$ cat src/rtl/keypad_scan_ctrl_pkg.sv
// keypad_pkg: shared types and constants for the 4x3 keypad scanner
package keypad_pkg;

    localparam int NUM_ROWS  = 4;
    localparam int NUM_COLS  = 3;
    localparam int NUM_KEYS  = NUM_ROWS * NUM_COLS;
    localparam int KEY_ENTER = 10;
    localparam int KEY_NEXT  = 11;

    typedef enum logic [1:0] {
        SCAN = 2'd0,
        DEB  = 2'd1,
        HOLD = 2'd2,
        REL  = 2'd3
    } state_t;

    // One-hot key code from a one-hot row and one-hot column: bit 3*r+c.
    function automatic logic [NUM_KEYS-1:0] key_code(input logic [NUM_ROWS-1:0] r,
                                                     input logic [NUM_COLS-1:0] c);
        logic [NUM_KEYS-1:0] k;
        k = '0;
        for (int i = 0; i < NUM_ROWS; i++) k[i*NUM_COLS +: NUM_COLS] = r[i] ? c : '0;
        return k;
    endfunction

endpackage

$ cat src/rtl/keypad_scan_ctrl_if.sv
// keypad_scan_ctrl_if: keypad lines plus the key-code output bus
interface keypad_scan_ctrl_if;
    import keypad_pkg::*;

    logic [NUM_ROWS-1:0] row;
    logic [NUM_COLS-1:0] col;
    logic [NUM_KEYS-1:0] scan_data;
    logic                valid;
    logic                key_down;

    modport master (input row, output col, scan_data, valid, key_down);
    modport slave (output row, input col, scan_data, valid, key_down);

endinterface

$ cat src/rtl/keypad_scan_ctrl_sync2.sv
// sync2: two-flop synchronizer with asynchronous active-high reset
module sync2 #(
    parameter int W = 1
) (
    input  logic         clk,
    input  logic         rst,
    input  logic [W-1:0] d_i,
    output logic [W-1:0] q_o
);

    logic [W-1:0] meta_q;
    logic [W-1:0] sync_q;

    // Two back-to-back flops to settle metastability on asynchronous inputs.
    always_ff @(posedge clk or posedge rst) begin
        if (rst) begin
            meta_q <= '0;
            sync_q <= '0;
        end else begin
            meta_q <= d_i;
            sync_q <= meta_q;
        end
    end

    assign q_o = sync_q;

endmodule

$ cat src/rtl/keypad_scan_ctrl.sv
// keypad_scan_ctrl: column-scanning, debouncing 4x3 keypad controller
module keypad_scan_ctrl
    import keypad_pkg::*;
#(
    parameter int SCAN_DIV   = 16,
    parameter int DEB_CYCLES = 256
) (
    input  logic               clk,
    input  logic               rst,
    keypad_scan_ctrl_if.master kp
);

    localparam int DW = $clog2(SCAN_DIV);
    localparam int BW = $clog2(DEB_CYCLES);
    localparam logic [DW-1:0] DWELL_LAST = DW'(SCAN_DIV - 1);
    localparam logic [BW-1:0] DEB_LAST   = BW'(DEB_CYCLES - 1);

    logic [NUM_ROWS-1:0] rs;
    state_t              state_q;
    logic [NUM_COLS-1:0] col_q;
    logic [NUM_COLS-1:0] col_next_d;
    logic [DW-1:0]       dwell_q;
    logic [BW-1:0]       deb_q;
    logic [BW-1:0]       deb_inc_d;
    logic [NUM_ROWS-1:0] row_q;
    logic [NUM_KEYS-1:0] scan_data_q;
    logic                valid_q;
    logic                key_down_q;

    sync2 #(.W(NUM_ROWS)) u_sync (
        .clk (clk),
        .rst (rst),
        .d_i (kp.row),
        .q_o (rs)
    );

    assign col_next_d = {col_q[NUM_COLS-2:0], col_q[NUM_COLS-1]};
    assign deb_inc_d  = (deb_q == '1) ? deb_q : deb_q + 1'b1;

    // Scan/debounce/hold/release sequencer; all outputs registered here.
    always_ff @(posedge clk or posedge rst) begin
        if (rst) begin
            state_q     <= SCAN;
            col_q       <= 3'b001;
            dwell_q     <= '0;
            deb_q       <= '0;
            row_q       <= '0;
            scan_data_q <= '0;
            valid_q     <= 1'b0;
            key_down_q  <= 1'b0;
        end else begin
            valid_q <= 1'b0;
            case (state_q)
                SCAN: begin
                    if (dwell_q == DWELL_LAST) begin
                        dwell_q <= '0;
                        if ($onehot(rs)) begin
                            row_q   <= rs;
                            deb_q   <= '0;
                            state_q <= DEB;
                        end else begin
                            col_q <= col_next_d;
                        end
                    end else begin
                        dwell_q <= dwell_q + 1'b1;
                    end
                end
                DEB: begin
                    if (rs != row_q) begin
                        state_q <= SCAN;
                        col_q   <= col_next_d;
                        dwell_q <= '0;
                    end else if (deb_q == DEB_LAST) begin
                        scan_data_q <= key_code(row_q, col_q);
                        valid_q     <= 1'b1;
                        key_down_q  <= 1'b1;
                        state_q     <= HOLD;
                    end else begin
                        deb_q <= deb_inc_d;
                    end
                end
                HOLD: begin
                    if (rs == '0) begin
                        deb_q   <= '0;
                        state_q <= REL;
                    end
                end
                REL: begin
                    if (rs != '0) begin
                        state_q <= HOLD;
                    end else if (deb_q == DEB_LAST) begin
                        state_q    <= SCAN;
                        col_q      <= col_next_d;
                        dwell_q    <= '0;
                        key_down_q <= 1'b0;
                    end else begin
                        deb_q <= deb_inc_d;
                    end
                end
                default: state_q <= SCAN;
            endcase
        end
    end

    assign kp.col       = col_q;
    assign kp.scan_data = scan_data_q;
    assign kp.valid     = valid_q;
    assign kp.key_down  = key_down_q;

endmodule

$ cat src/flat_wrapper.sv
// flat-port wrapper written by rule: the top's interface ports become plain ports
module keypad_scan_ctrl_flat import keypad_pkg::*;
#(
    parameter int SCAN_DIV   = 16,
    parameter int DEB_CYCLES = 256
)
  (clk, rst, kp_row, kp_col, kp_scan_data, kp_valid, kp_key_down);
  keypad_scan_ctrl_if kp_i ();
  input  logic clk;
  input  logic rst;
  input wire logic [$bits(kp_i.row)-1:0] kp_row;
  output wire logic [$bits(kp_i.col)-1:0] kp_col;
  output wire logic [$bits(kp_i.scan_data)-1:0] kp_scan_data;
  output wire logic [$bits(kp_i.valid)-1:0] kp_valid;
  output wire logic [$bits(kp_i.key_down)-1:0] kp_key_down;
  assign kp_i.row = kp_row;
  assign kp_col = kp_i.col;
  assign kp_scan_data = kp_i.scan_data;
  assign kp_valid = kp_i.valid;
  assign kp_key_down = kp_i.key_down;
  keypad_scan_ctrl #(.SCAN_DIV(SCAN_DIV), .DEB_CYCLES(DEB_CYCLES)) u_core (.clk(clk), .rst(rst), .kp(kp_i));
endmodule
$ cat config.mk
export PLATFORM = sky130hd
export DESIGN_NAME = keypad_scan_ctrl_flat
export DESIGN_NICKNAME = d
export VERILOG_FILES = /design/src/rtl/keypad_scan_ctrl_pkg.sv /design/src/rtl/keypad_scan_ctrl_if.sv /design/src/rtl/keypad_scan_ctrl_sync2.sv /design/src/rtl/keypad_scan_ctrl.sv /design/src/flat_wrapper.sv
export SDC_FILE = /design/constraint.sdc
export NUM_CORES = 1
export LEC_CHECK = 0
export CORE_MARGIN = 4
export CORE_UTILIZATION = 50
export CTS_CLUSTER_SIZE = 8
export DETAILED_ROUTE_END_ITERATION = 12
export PLACE_DENSITY = 0.72
export SYNTH_ARGS = -nofsm -noshare
export SYNTH_HDL_FRONTEND = slang
export SYNTH_SLANG_ARGS = --single-unit
$ cat constraint.sdc
create_clock -name clk -period 3.4 [get_ports clk]
set_input_delay 0.51 -clock clk [delete_from_list [all_inputs] [get_ports clk]]
set_output_delay 0.51 -clock clk [all_outputs]
set_load 0.005 [all_outputs]
[Word-level counts from Yosys, hierarchy flattened]
Cells that the tools add are included.
Storage, ports and cells
  register bits after elaboration: 43
  output and inout port bits: 17
  word-level logic and storage cells: 84
  input port bits: 6
Cells by class
  bitwise operators: 1
  eq/ne operators: 18
  reduce and logical (&&, ||, !) cells: 12
  muxes and demuxes: 38
  add/subtract/negate cells: 5
Operator list (number)
  $mux W8: 6
  $pmux W8 S4: 1
  $mux W3: 9
  $mux W4: 4
  $reduce_and A5 Y1: 3
  $mux W2: 7
  $ne A2 B1 Y1 const B: 6
  $pmux W4 S3: 1
  $pmux W3 S3: 1
  $add A8 B1 Y8 const B: 1
  $eq A8 B8 Y1 const B: 1
  $pmux W2 S4: 1
  $mux W1: 7
  $ne A2 B2 Y1 const B: 3
  $ne A3 B1 Y1 const B: 2
  $reduce_and A3 Y1: 2
  $reduce_and A6 Y1: 1
  $add A1 B1 Y2: 2
  $add A4 B1 Y4 const B: 1
  $eq A2 B2 Y1 const B: 2
  $eq A4 B4 Y1 const B: 1
  $logic_not A4 Y1: 1
  $ne A4 B4 Y1: 1
  $reduce_and A4 Y1: 1
  other kinds (9): 9

[Logic depth before layout (Yosys ltp)]
  depth in word-level cells: 6
  depth in mapped cells: 9
  mapped depth without buffers: 9

[Cells and area by module]
Synthesis repeated with hierarchy kept, for this count alone.
Unflattened totals
  cell total of the unflattened synthesis: 186
  area, all modules: 1960.6 µm²
Modules (own cells, without submodules)
  keypad_scan_ctrl: cells an instance 177, sequential area each 877.1 µm², area an instance 1756.7 µm², instances 1
  sync2: cells an instance 9, sequential area each 200.2 µm², area an instance 203.9 µm², instances 1

[Least setup slack after synthesis]
OpenSTA, ideal clock, no wires.
  kind: reg2reg
  start point: register u_core.u_sync.sync_q[0], in the netlist u_core.u_sync.q_o[0]
  end point: register u_core.deb_q[5]
  data required time: 3322 ps
  setup time: 78 ps
  arrival: 2550 ps
  period minus slack after synthesis: 2627 ps
  cell stages (with the launch flop): 10
  slack: 773 ps
  buffers on the path: 0
  path through: dfrtp_1 inv_1 ha_1 ha_1 fa_1 nor4b_4 a211oi_1 nor2_1 or4b_1 a21oi_1
On the way
  word-level cells in the longest chain between the ends: 5
  elaborated cells on any way between the ends: 11
  those cells by class: add/sub: 2; eq/ne: 6; reduce/logical: 3
Ends and longest elaborated chain
  start, declared: RTL line keypad_scan_ctrl_sync2.sv:12  | logic [W-1:0] sync_q;
  start signal, assigned: RTL line keypad_scan_ctrl_sync2.sv:21  | sync_q <= meta_q;
  $add A1 B1 Y2 (not written as such): RTL line keypad_scan_ctrl.sv:57  | if ($onehot(rs)) begin
  $add A3 B3 Y3 (not written as such): RTL line keypad_scan_ctrl.sv:57
  $eq A3 B1 Y1: RTL line keypad_scan_ctrl.sv:57
  $ne A2 B1 Y1 (no source line)
  $reduce_and A5 Y1 (no source line) *
  end signal, assigned: RTL line keypad_scan_ctrl.sv:79  | deb_q <= deb_inc_d;
  end signal, assigned: RTL line keypad_scan_ctrl.sv:97  | deb_q <= deb_inc_d;
  end, declared: RTL line keypad_scan_ctrl.sv:23  | logic [BW-1:0] deb_q;
Every way passes the cells marked *; elsewhere a longest branch is shown, timed or not.
A chain may end at the register's enable or synchronous reset.

[Worst setup path after layout]
  start point: register u_core.u_sync.sync_q[0], in the netlist u_core.u_sync.q_o[0]
  end point: register u_core.deb_q[7]
The elaborated chain is that of the path after synthesis.

==> metrics.cfg <==
[yosys]
synth_top_family_by_area = simple AND/OR/NAND/NOR gates
synth-seq-area-share_pct = 53.9
synthMuxAreaShare_pct = 5.64
synth-compound-area-share_pct = 12.8
synth_edf_count = 0
yosysUniqueCellTypes = 35
synth-seq-cells = 43
synth_warnings = 0
syn_nets = 197
ys.flop_type = dfrtp_1
netlist_instances = 183
synthAdderAreaFrac_pct = 5.39
async_reset_ff_share_pct = 100
syn-cell-area_sq_um = 2000
synth_simple_gate_area_share_pct = 15.5
avgSynthCellArea_sq_um = 10.9
synthXorXnorAreaFrac_pct = 1.75

[sta]
clock.fmax_mhz = 343
tightest_slew_ns = 0.787
rsz0062_at_grt = no
relSlewSlack_pct = 47.2
period_share_pct = 85.8
final_max_slew_viol_count = 0
skew_ns = 0.000994
finalHoldViolCount = 0
setup_tns_ns = 0
hold_ws_ns = 0.356
setup_viol = 0
min_period_ns = 2.92

[finish]
multi_input_area_sq_um = 821
antenna_cells = 0
nNetsFinal = 221
layout_commonest_cell = dfrtp_1
final_cell_mix = dfrtp_1 (42), clkdlybuf4s50_1 (22), inv_1 (19)
fin_cells = 256
drive_gt1_share_pct = 12.0
regArea_sq_um = 1080
area_growth_pct = 17.1
fill_cells = 286

[placed_design]
hpwl_um = 2800
placedCellCount = 248
numPortBuffers = 22
gp_congestion = 0.817

[grt]
grt_overflow = 0
grtUsageTotal_pct = 16.2
grt_pass1_wl_um = 6500
grt_max_degree = 30
grt_pass1_vias = 1435
antenna_found_initial = 0

[drt]
vias = 1420
drt-pass1-iter-count = 6
route.detailed.drc = 0
detail_route.vias_per_cell = 5.55
drtAntennaViolNets = 0
drtIter0Drc = 161
wire_per_inst_um = 14.6
wirelength_um = 3740

[min_path]
hp-start = u_core.u_sync.meta_q[3]
min_to = u_core.u_sync.q_o[3]
holdPathStages = 0
hp-class = register to register

[clocking]
hold_buffers = 0
clock-sinks = 43
cts_setup_buffers = 0
cts_buffer_depth = 2
cts-resized-gates = 0
cts_tree = built
clk_latency_ns = 0.29
cts_root_buf = clkbuf_8
cts_buffers = 5
clk_pin_slew_ns = 0.07
cts_max_level = 2

[floorplanning]
fp.dieW_um = 71.2
initial_core_util_pct = 53.0
placeableCoreArea_sq_um = 3770
rows = 22
io_pins = 23
die-area_sq_um = 5070
die_h_um = 71.2

[setup_path]
required_ns = 3.61
worst-r2r-cell-count = 9
cp_data_arrival_time_ns = 3.13
r2r_setup_slack_ns = 0.48
r2r-start = u_core.u_sync.q_o[0]
crit_path_max_fanout = 8
cp-end-kind = register
critical_path_class = register to register
r2r_end = u_core.deb_q[7]
cp-start-kind = register

[pwr]
ir_drop_mv = 0.276
p_leak_nw = 1.04
cellPowerDensity_nw_per_um2 = 523

[run]
maxCapViolCount = 0

[outcome]
status = finished clean

-- registers in the layout (all words and copies together) (netlist names) --
name and flops:
u_core.kp.scan_data 12, u_core.deb_q 8, u_core.dwell_q 4, u_core.row_q 4, u_core.u_sync.meta_q 4, u_core.u_sync.q_o 4, u_core.kp.col 3, u_core.state_q 2
u_core.kp.key_down 1, u_core.kp.valid 1
-- worst max-delay path, stage by stage (launching register included) --
cell	delay, ns
dfrtp_1	0.40
inv_1	0.06
ha_1	0.31
ha_1	0.22
fa_1	0.49
nor4b_4	0.32
a211oi_1	0.23
nor2_1	0.19
or4b_1	0.45
a21oi_1	0.16
-- metrics by stage --
stage | power, mW | utilization, % | setup slack (ns) | cell area (sq um)
6_report | 1.22 | 62.0 | 0.483 | 2340
5_1_grt | 1.31 | 62.0 | 0.278 | 2340
4_1_cts | 1.24 | 62.0 | 0.467 | 2340
3_5_place_dp | 0.934 | 59.9 | 0.514 | 2260
3_3_place_gp | 0.916 | 59.9 | 0.686 | 2260
2_1_floorplan | 0.868 | - | 0.773 | 2000
-- worst max path at each step --
stage,from,end,slack [ns],cells past startpoint
floorplan,u_core.u_sync.q_o[0],u_core.deb_q[5],0.77,9
global placement,u_core.u_sync.q_o[0],u_core.deb_q[3],0.69,8
detailed placement,u_core.u_sync.q_o[0],u_core.deb_q[7],0.51,9
CTS,u_core.u_sync.q_o[0],u_core.deb_q[5],0.47,9
global route,u_core.u_sync.q_o[0],u_core.deb_q[3],0.28,8
finish,u_core.u_sync.q_o[0],u_core.deb_q[7],0.48,9
-- metal layers --
layer  vias up  global-route usage [%]  wire [um]
met5         -                       0          0
met4         0                    6.47         55
met3         6                    4.55        124
met2        33                    27.0       1980
met1       694                    19.7       1590
li1        687                       -          -
-- layout make-up --
cell class                 instances  area share (%)
sequential                        43            46.1
multi-input combinational        115            35.1
timing repair buffer              23            9.74
clock buffer                       7            3.26
inverter                          19            3.05
tap                               48            2.57
clock inverter                     1           0.214
-- power breakdown --
group          internal, mW  leakage, nW  total [mW]  switching, mW
registers             0.572        0.566       0.653         0.0812
logic                 0.133        0.430       0.268          0.136
clock network         0.144       0.0422       0.302          0.158
-- synthesized netlist by cell type, types with 3 or more instances --
cell type	count	area (sq um)
and3_1	5	31.3
inv_1	19	71.3
a21oi_1	7	35.0
a31oi_1	6	37.5
nand3_1	14	70.1
ha_1	7	87.6
nor3_1	3	15.0
o21ai_0	15	75.1
nor2_1	11	41.3
nand2_1	6	22.5
xor2_1	4	35.0
nand2b_1	4	25.0
mux2_2	10	113
dfrtp_1	42	1050
-- kinds of logic after synthesis --
family / after synthesis
XOR/XNOR: 4
adder cells (fa/ha/maj): 8
AO/OA/AOI/OAI: 40
AND/OR/NAND/NOR: 53
multiplexers: 10
buffers and inverters: 25
flip-flops: 43
Power figures use the tool's default switching activity.
